`src/rtl/pcs_lane_pkg.sv`:
```
// Shared lane-reorder definitions: lane count, ID field width, FSM states and
// helpers to read/write one NB_ID field of a packed per-lane bus.
package pcs_lane_pkg;

  localparam int N_LANES   = 20;
  localparam int NB_ID     = $clog2(N_LANES);
  localparam int NB_ID_BUS = N_LANES * NB_ID;

  typedef enum logic [2:0] {
    ST_IDLE        = 3'd0,
    ST_WAIT_LOCK   = 3'd1,
    ST_WAIT_DESKEW = 3'd2,
    ST_BUILD       = 3'd3,
    ST_CHECK       = 3'd4,
    ST_LOCKED      = 3'd5,
    ST_ERROR       = 3'd6
  } state_e;

  // Lane 0 sits in the most significant field; indices >= N_LANES read as 0.
  function automatic logic [NB_ID-1:0] get_field(input logic [NB_ID_BUS-1:0] bus,
                                                 input logic [NB_ID-1:0]     idx);
    logic [NB_ID-1:0] r;
    r = '0;
    for (int l = 0; l < N_LANES; l++) begin
      if (idx == NB_ID'(l)) r = bus[NB_ID_BUS-1-l*NB_ID -: NB_ID];
    end
    return r;
  endfunction

  function automatic logic [NB_ID_BUS-1:0] put_field(input logic [NB_ID_BUS-1:0] bus,
                                                     input logic [NB_ID-1:0]     idx,
                                                     input logic [NB_ID-1:0]     val);
    logic [NB_ID_BUS-1:0] r;
    r = bus;
    for (int l = 0; l < N_LANES; l++) begin
      if (idx == NB_ID'(l)) r[NB_ID_BUS-1-l*NB_ID -: NB_ID] = val;
    end
    return r;
  endfunction

endpackage

```
`src/rtl/lane_id_checker.sv`:
```
// Classifies one received lane ID against the bitmap of IDs already claimed:
// out of range, duplicate, and the bitmap with this ID added.
module lane_id_checker
  import pcs_lane_pkg::*;
(
  input  logic [NB_ID-1:0]   i_id,
  input  logic [N_LANES-1:0] i_seen,
  output logic               o_range_err,
  output logic               o_dup_err,
  output logic [N_LANES-1:0] o_seen_next
);

  logic [N_LANES-1:0] id_hot;

  // One-hot decode; an out-of-range ID decodes to all zeros.
  for (genvar gi = 0; gi < N_LANES; gi++) begin : g_hot
    assign id_hot[gi] = (i_id == NB_ID'(gi));
  end

  assign o_range_err = ~|id_hot;
  assign o_dup_err   = |(id_hot & i_seen);
  assign o_seen_next = i_seen | id_hot;

endmodule

```
`src/rtl/lane_reorder_ctrl.sv`:
```
// 100GbE PCS RX lane reorder sequencer: waits for AM lock and deskew, walks the
// per-lane IDs into the reorder mux selector, validates it, and supervises lock.
module lane_reorder_ctrl
  import pcs_lane_pkg::*;
#(
  parameter int                    NB_TIMEOUT = 16,
  parameter logic [NB_TIMEOUT-1:0] DESKEW_TMO = 16'd4096
) (
  input  logic                 i_clock,
  input  logic                 i_reset_n,
  input  logic                 i_enable,
  input  logic                 i_valid,
  input  logic [N_LANES-1:0]   i_align_lock,
  input  logic                 i_deskew_done,
  input  logic [NB_ID_BUS-1:0] i_ID,
  output logic [NB_ID_BUS-1:0] o_reorder_mux_selector,
  output logic                 o_reorder_valid,
  output logic                 o_resync_req,
  output logic                 o_err_dup,
  output logic                 o_err_range,
  output logic [2:0]           o_state
);

  state_e                state_q, state_d;
  logic [NB_ID-1:0]      lane_cnt_q, lane_cnt_d;
  logic [NB_TIMEOUT-1:0] tmo_cnt_q, tmo_cnt_d;
  logic [N_LANES-1:0]    seen_q, seen_d;
  logic [NB_ID_BUS-1:0]  sel_q, sel_d;
  logic                  err_dup_q, err_dup_d;
  logic                  err_range_q, err_range_d;
  logic                  valid_q, valid_d;
  logic                  resync_q, resync_d;
  logic                  deskew_prev_q, deskew_prev_d;

  logic                  all_lock;
  logic [NB_ID-1:0]      cur_id;
  logic                  chk_range, chk_dup;
  logic [N_LANES-1:0]    chk_seen_next;

  assign all_lock = &i_align_lock;
  assign cur_id   = get_field(i_ID, lane_cnt_q);

  lane_id_checker u_id_chk (
    .i_id        (cur_id),
    .i_seen      (seen_q),
    .o_range_err (chk_range),
    .o_dup_err   (chk_dup),
    .o_seen_next (chk_seen_next)
  );

  always_comb begin
    state_d       = state_q;
    lane_cnt_d    = lane_cnt_q;
    tmo_cnt_d     = tmo_cnt_q;
    seen_d        = seen_q;
    sel_d         = sel_q;
    err_dup_d     = err_dup_q;
    err_range_d   = err_range_q;
    valid_d       = valid_q;
    resync_d      = resync_q;
    deskew_prev_d = deskew_prev_q;

    if (i_enable) begin
      deskew_prev_d = i_deskew_done;
      // Valid trails the LOCKED state by one registered stage.
      valid_d       = (state_q == ST_LOCKED);
      resync_d      = 1'b0;

      case (state_q)
        ST_IDLE: state_d = ST_WAIT_LOCK;

        ST_WAIT_LOCK: begin
          if (all_lock) begin
            state_d   = ST_WAIT_DESKEW;
            tmo_cnt_d = '0;
          end
        end

        ST_WAIT_DESKEW: begin
          if (!all_lock) begin
            state_d = ST_WAIT_LOCK;
          end else if (i_deskew_done) begin
            state_d     = ST_BUILD;
            lane_cnt_d  = '0;
            seen_d      = '0;
            sel_d       = '0;
            err_dup_d   = 1'b0;
            err_range_d = 1'b0;
          end else if (i_valid) begin
            if (tmo_cnt_q == DESKEW_TMO - NB_TIMEOUT'(1)) begin
              state_d  = ST_ERROR;
              resync_d = 1'b1;
            end else begin
              tmo_cnt_d = tmo_cnt_q + NB_TIMEOUT'(1);
            end
          end
        end

        ST_BUILD: begin
          // A lock drop pre-empts the walk step, including the final one.
          if (!all_lock) begin
            state_d = ST_WAIT_LOCK;
          end else if (i_valid) begin
            if (chk_range) begin
              err_range_d = 1'b1;
            end else if (chk_dup) begin
              err_dup_d = 1'b1;
            end else begin
              sel_d  = put_field(sel_q, cur_id, lane_cnt_q);
              seen_d = chk_seen_next;
            end
            lane_cnt_d = lane_cnt_q + NB_ID'(1);
            if (lane_cnt_q == NB_ID'(N_LANES - 1)) state_d = ST_CHECK;
          end
        end

        ST_CHECK: begin
          if (err_dup_q || err_range_q || !(&seen_q)) begin
            state_d  = ST_ERROR;
            resync_d = 1'b1;
          end else begin
            state_d = ST_LOCKED;
          end
        end

        ST_LOCKED: begin
          if (!all_lock || (deskew_prev_q && !i_deskew_done)) state_d = ST_WAIT_LOCK;
        end

        ST_ERROR: state_d = ST_WAIT_LOCK;

        default: state_d = ST_IDLE;
      endcase
    end
  end

  always_ff @(posedge i_clock or negedge i_reset_n) begin
    if (!i_reset_n) begin
      state_q       <= ST_IDLE;
      lane_cnt_q    <= '0;
      tmo_cnt_q     <= '0;
      seen_q        <= '0;
      sel_q         <= '0;
      err_dup_q     <= 1'b0;
      err_range_q   <= 1'b0;
      valid_q       <= 1'b0;
      resync_q      <= 1'b0;
      deskew_prev_q <= 1'b0;
    end else begin
      state_q       <= state_d;
      lane_cnt_q    <= lane_cnt_d;
      tmo_cnt_q     <= tmo_cnt_d;
      seen_q        <= seen_d;
      sel_q         <= sel_d;
      err_dup_q     <= err_dup_d;
      err_range_q   <= err_range_d;
      valid_q       <= valid_d;
      resync_q      <= resync_d;
      deskew_prev_q <= deskew_prev_d;
    end
  end

  assign o_reorder_mux_selector = sel_q;
  assign o_reorder_valid        = valid_q;
  assign o_resync_req           = resync_q;
  assign o_err_dup              = err_dup_q;
  assign o_err_range            = err_range_q;
  assign o_state                = state_q;

endmodule

```
`config.mk`:
```
export PLATFORM = sky130hd
export DESIGN_NAME = lane_reorder_ctrl
export DESIGN_NICKNAME = d
export VERILOG_FILES = /design/src/rtl/pcs_lane_pkg.sv /design/src/rtl/lane_id_checker.sv /design/src/rtl/lane_reorder_ctrl.sv
export SDC_FILE = /design/constraint.sdc
export NUM_CORES = 1
export LEC_CHECK = 0
export CAP_MARGIN = 10
export CORE_MARGIN = 1
export CORE_UTILIZATION = 52
export CTS_BUF_LIST = sky130_fd_sc_hd__clkbuf_4 sky130_fd_sc_hd__clkbuf_8 sky130_fd_sc_hd__clkbuf_16
export DETAILED_ROUTE_END_ITERATION = 16
export GPL_TIMING_DRIVEN = 0
export PLACE_DENSITY = 0.87
export SLEW_MARGIN = 20
export SYNTH_ARGS = -nofsm -noshare
export SYNTH_HDL_FRONTEND = slang
export SYNTH_SLANG_ARGS = --single-unit
```
`constraint.sdc`:
```
create_clock -name i_clock -period 11.75 [get_ports i_clock]
set_input_delay 2.35 -clock i_clock [delete_from_list [all_inputs] [get_ports i_clock]]
set_output_delay 2.35 -clock i_clock [all_outputs]
set_load 0.1 [all_outputs]
```
Yosys cells after proc, flatten, opt, wreduce, memory -nomap -nowiden
Cells that the tools add are included.
Storage, ports and cells
  register bits after elaboration: 149
  input bits: 125
  output and inout bits: 107
  word-level logic and storage cells: 251
Cells by class
  add/sub/neg operators: 2
  equal/unequal tests: 82
  mux-type cells: 93
  bitwise logic cells: 2
  reductions and logical operators: 43
Operators with widths (count)
  $mux 100: 6
  $mux 5: 44
  $pmux 100 s2: 1
  $reduce_and 9->1: 20
  $mux 20: 6
  $eq 5x4->1 const B: 16
  $mux 16: 5
  $ne 2x1->1 const B: 22
  $eq 5x3->1 const B: 8
  $eq 5x5->1 const B: 8
  $pmux 20 s2: 1
  $reduce_and 20->1: 2
  $reduce_or 20->1: 2
  $pmux 16 s2: 1
  $mux 3: 9
  $ne 2x2->1 const B: 11
  $reduce_and 7->1: 3
  $and 20x20->20: 1
  $eq 5x2->1 const B: 4
  $or 20x20->20: 1
  $pmux 3 s6: 1
  $add 16x1->16 const B: 1
  $eq 16x12->1 const B: 1
  $reduce_and 8->1: 2
  other kinds (19): 46

Longest topological paths before layout
  depth in word-level cells: 29
  mapped depth: 20
  gate-level depth less buffers: 14

By module
A second synthesis with hierarchy kept.
Second synthesis, totals
  cell total of the unflattened synthesis: 977
  area, all modules: 8901.0 um2
By module, submodules not included
  lane_reorder_ctrl: instances 1, cells each 906, area each 8380.5 um2
  lane_id_checker: instances 1, cells each 71, area each 520.5 um2

Least setup slack after synthesis
No wires, ideal clock.
  path kind: input port to flip-flop
  from: input port i_ID[81]
  to: register seen_q[14]
  setup time: 0.073 ns
  arrival: 5.128 ns
  data required time: 11.677 ns
  setup slack: 6.549 ns
  stages on the path: 12
  cell sequence: or3b_2 a21boi_0 o32a_1 o21a_1 o21ai_1 nand2_1 clkbuf_1 o21ai_0 a222oi_1 a41oi_1 or3_4 a21oi_2
Between the ends
  cells in the longest elaborated chain, start to end: 24
  elaborated cells between the ends (all ways): 49
  those cells by class: eq/ne: 21; mux: 22; bitwise: 2; reduce/logical: 4
RTL lines
  start: declaration: RTL line lane_reorder_ctrl.sv:15  | input logic [NB_ID_BUS-1:0] i_ID,
  $mux 5 (*) (17 in series): RTL line pcs_lane_pkg.sv:25  | if (idx == NB_ID'(l)) r = bus[NB_ID_BUS-1-l*NB_ID -: NB_ID];
  $eq 5x4->1: RTL line lane_id_checker.sv:17  | assign id_hot[gi] = (i_id == NB_ID'(gi));
  $or 20x20->20: RTL line lane_id_checker.sv:22  | assign o_seen_next = i_seen | id_hot;
  $mux 20: RTL line lane_reorder_ctrl.sv:106  | end else if (chk_dup) begin
  $mux 20: RTL line lane_reorder_ctrl.sv:104  | if (chk_range) begin
  $mux 20: RTL line lane_reorder_ctrl.sv:103  | end else if (i_valid) begin
  $mux 20: RTL line lane_reorder_ctrl.sv:101  | if (!all_lock) begin
  $pmux 20 s2: RTL line lane_reorder_ctrl.sv:69  | case (state_q)
  end signal: assignment: RTL line lane_reorder_ctrl.sv:153  | seen_q <= seen_d;
  end: declaration: RTL line lane_reorder_ctrl.sv:27  | logic [N_LANES-1:0] seen_q, seen_d;
Every way passes the cells marked *; elsewhere a longest branch is shown, timed or not. The select of a mux whose other input is x is not followed.
A chain may end at the register's enable or synchronous reset.

Final worst setup path
  from: register lane_cnt_q[0]
  to: register sel_q[47] (netlist: o_reorder_mux_selector[47])
Between the ends
  cells in the longest elaborated chain, start to end: 26
  elaborated cells between the ends (all ways): 67
  those cells by class: eq/ne: 41; mux: 20; bitwise: 1; reduce/logical: 5
RTL lines
  start: declaration: RTL line lane_reorder_ctrl.sv:25  | logic [NB_ID-1:0] lane_cnt_q, lane_cnt_d;
  start signal: assignment: RTL line lane_reorder_ctrl.sv:151  | lane_cnt_q <= lane_cnt_d;
  $logic_not 5->1: RTL line pcs_lane_pkg.sv:25
  $mux 5 (19 in series): RTL line pcs_lane_pkg.sv:25
  $mux 5 (*): RTL line pcs_lane_pkg.sv:25
  $eq 5x1->1, or another cell as far along: RTL line lane_id_checker.sv:17
  $and 20x20->20: RTL line lane_id_checker.sv:21  | assign o_dup_err = |(id_hot & i_seen);
  $reduce_or 20->1: RTL line lane_id_checker.sv:21
  $ne 2x2->1 (no source line)
  $reduce_and 9->1 (no source line) (*)
  end signal: assignment: RTL line lane_reorder_ctrl.sv:154  | sel_q <= sel_d;
  end: declaration: RTL line lane_reorder_ctrl.sv:28  | logic [NB_ID_BUS-1:0] sel_q, sel_d;
Every way passes the cells marked *; elsewhere a longest branch is shown, timed or not.

==> impl_metrics.yaml <==
run_status:
  status: "finished clean"
floorplan:
  coreArea_um2: 15310
  dieHeight_um: 127.9
  rows: 45
  start_util: 0.5382
  fp.dieArea_um2: 16360
  fp.dieW_um: 127.9
  pin_count: 232
timing:
  post-route-min-period_ns: 6.210
  fin_skew_ns: 0.01506
  slew-limit-headroom: 0.3115
  totalNegativeSetupSlack_ns: 0
  setup_violations: 0
  finalMaxSlewViolations: 0
  worst_pin_slew_ns: 1.030
  fmax_mhz: 161.0
  rsz0062_at_grt: "false"
  period_share: 0.5285
  hold_slack_ns: 0.4929
  fin_ws_ns: 5.541
  hold_viol: 0
clock_tree:
  htreeDepth: 4
  cts_setup_buffers: 0
  cts_buffers: 17
  cts_resized: 0
  cts.sinks: 149
  cts_hold_buf: 0
  cts.reportedPaths.clkPinSlew_ns: 0.07
  clockBufferDepth: 2
  insertion_delay_ns: 0.44
  cts_tree: "built"
  root_buffer: "clkbuf_16"
worst_setup_path:
  rrSetupSlack_ns: 5.54
  critPathKind: "reg2reg"
  r2r_cells: 18
  crit_fanout: 10
  startpoint: "lane_cnt_q[0]$_DFFE_PN0P_"
  r2r-start: "lane_cnt_q[0]$_DFFE_PN0P_"
  worstSetupEndpoint: "o_reorder_mux_selector[47]$_DFFE_PN0P_"
  start_kind: "flop"
  r2r-end: "o_reorder_mux_selector[47]$_DFFE_PN0P_"
  end_kind: "flop"
  worst_ep_required_time_ns: 12.12
  arrival_ns: 6.58
detailed_routing:
  drtIter0Drc: 1286
  drtPass1Iterations: 6
  via_count: 8873
  ant_nets: 0
  avgViaCountPerCell: 6.397
  drc: 0
  wire_per_inst_um: 21.84
  drt_wl_total_um: 30290
final_layout:
  drive_above_1_share: 0.06122
  insertedDiodeCount: 0
  nets: 1294
  area_growth_pct: 38.66
  nFillCells: 1124
  postLayoutCellArea_um2: 11430
logic_synthesis:
  synth_area_leaders: "dfrtp_1 45%, o2bb2ai_1 6.5%, nand2_1 4.6%"
  seq_area_frac_synth: 0.4523
  synthesis.nets: 1044
  postSynth.asyncResetShare: 1.000
  yosysTopAreaCell: "dfrtp_1"
  synthCells: 913
  synth_top_area_frac: 0.4523
  syn_avg_cell_area_um2: 9.028
  synth_ff_type: "dfrtp_1"
  ys_seq_elements: 149
  synth_area_um2: 8243
  synth_edf_count: 0
  yosys_warnings: 0
  synth.distinct_cells: 78
global_route:
  top_usage_layer: "met2"
  grt_pass1_wl_um: 46960
  antenna_found_initial: 0
  grt_util_met1: 0.4914
  grt_use_total: 0.3755
  use_met3: 0.09098
  grt_start_max_net_pins: 95
  grt_pass1_vias: 8572
  use_met2: 0.5882
  grt_remaining_overflow: 0
pwr:
  power_density_nw_per_um2: 119.8
  leakage_nw: 4.586
  max-vdd-ir-drop_mv: 0.1053
placement:
  hpwl_um: 21920
  port_buffers: 230
  gp_routability_congestion: 0.9721
  place_ws_ns: 5.309
  placed_area_um2: 10840
job:
  cap_violations: 0
worst_hold_path:
  hold_path.class: "reg2reg"
==> critical path, cell delays in order (launching register included) <==
cell      delay [ns]
dfrtp_1         0.68
ha_1            0.25
clkbuf_1        0.38
buf_2           0.31
clkbuf_1        0.43
and3_1          0.23
ha_1            0.29
clkbuf_1        0.42
nand2_1         0.11
o311ai_0        0.16
o21bai_1        0.19
a211o_1         0.14
o211a_1         0.22
nand2b_1        0.27
o32ai_1         0.12
a222oi_1        0.74
nand2_1         0.23
nor4_2          0.73
a22o_1          0.24
==> per-layer routing <==
layer,vias up,wire length [um]
met3,107,2986
met5,-,0
met2,588,13860
li1,3908,-
met4,0,1301
met1,4270,12140
==> area by class of cell <==
| type | instances | area [um^2] | share of cell area |
|---|---|---|---|
| Multi-Input combinational cell | 683 | 4189 | 0.3665 |
| Sequential cell | 149 | 3729 | 0.3262 |
| Timing Repair Buffer | 231 | 2335 | 0.2043 |
| Clock buffer | 17 | 425.4 | 0.03722 |
| Tap cell | 211 | 264.0 | 0.02310 |
| Buffer | 57 | 235.2 | 0.02058 |
| Clock inverter | 15 | 162.7 | 0.01423 |
| Inverter | 24 | 90.09 | 0.007882 |
==> cells in the final DEF (no fill, tap or decap), types with 9 or more instances in the layout <==
cell type | netlist | final
nand2_1 | 100 | 100
nand3_1 | 31 | 31
a21oi_1 | 53 | 53
inv_1 | 24 | 24
o21ai_0 | 74 | 74
dfrtp_1 | 149 | 149
nor2_1 | 82 | 82
o2bb2ai_1 | 61 | 61
nor3_1 | 15 | 15
buf_2 | 17 | 17
a22o_1 | 15 | 15
clkdlybuf4s50_1 | 0 | 229
clkbuf_1 | 35 | 35
o21ai_1 | 20 | 20
nand4_1 | 19 | 19
nor2b_1 | 17 | 17
nand2b_1 | 10 | 10
xor2_1 | 9 | 9
clkbuf_16 | 0 | 17
==> worst min-delay path by stage <==
stage,startpoint,end,slack [ns],cells after the start
global placement,o_reorder_mux_selector[16]$_DFFE_PN0P_,o_reorder_mux_selector[16]$_DFFE_PN0P_,0.47,1
finish,o_reorder_mux_selector[74]$_DFFE_PN0P_,o_reorder_mux_selector[74]$_DFFE_PN0P_,0.49,1
detailed placement,o_reorder_mux_selector[50]$_DFFE_PN0P_,o_reorder_mux_selector[50]$_DFFE_PN0P_,0.47,1
CTS,o_reorder_mux_selector[69]$_DFFE_PN0P_,o_reorder_mux_selector[69]$_DFFE_PN0P_,0.49,1
global route,o_reorder_mux_selector[95]$_DFFE_PN0P_,o_reorder_mux_selector[95]$_DFFE_PN0P_,0.51,1
floorplan,seen_q[6]$_DFFE_PN0P_,seen_q[6]$_DFFE_PN0P_,0.46,2
==> kinds of logic after synthesis <==
group | Yosys count | synth area share
muxes | 6 | 0.007741
AOI/OAI and AO/OA | 323 | 0.2716
DFF | 149 | 0.4523
buffers and inverters | 81 | 0.03947
and+or+nand+nor | 333 | 0.2039
adders and majority gates | 6 | 0.009107
xor gates and xnor gates | 15 | 0.01594
==> where the power goes <==
group / switching, W / internal [W]
Sequential: 0.00000943 / 0.000517
Clock: 0.000245 / 0.000300
Combinational: 0.000199 / 0.0000986
==> per-stage QoR <==
stage / utilization / power [W] / cells
2_1_floorplan: - / 0.0007009 / 913
3_3_place_gp: 0.7058 / 0.0008191 / 1354
3_5_place_dp: 0.7079 / 0.0008219 / 1355
4_1_cts: 0.7463 / 0.001360 / 1387
5_1_grt: 0.7463 / 0.001410 / 1387
6_report: 0.7463 / 0.001369 / 1387
==> registers in the layout (all words and copies together) (netlist names) <==
signal and count:
o_reorder_mux_selector 100, seen_q 20, tmo_cnt_q 16, lane_cnt_q 5
o_state 3, deskew_prev_q 1, o_err_dup 1, o_err_range 1
o_reorder_valid 1, o_resync_req 1
==> synth_stat cells (all sizes together), types with 10 or more instances <==
cell type and n:
a22o 15, inv 24, a21oi 54, o2bb2ai 61, nor2 83, dfrtp 149, nand2b 10, buf 22
nand2 100, clkbuf 35, nand3 31, o21ai 94, nor2b 17, nand4 19, nor3 15
Note: power is estimated with default switching activity, not from simulation.
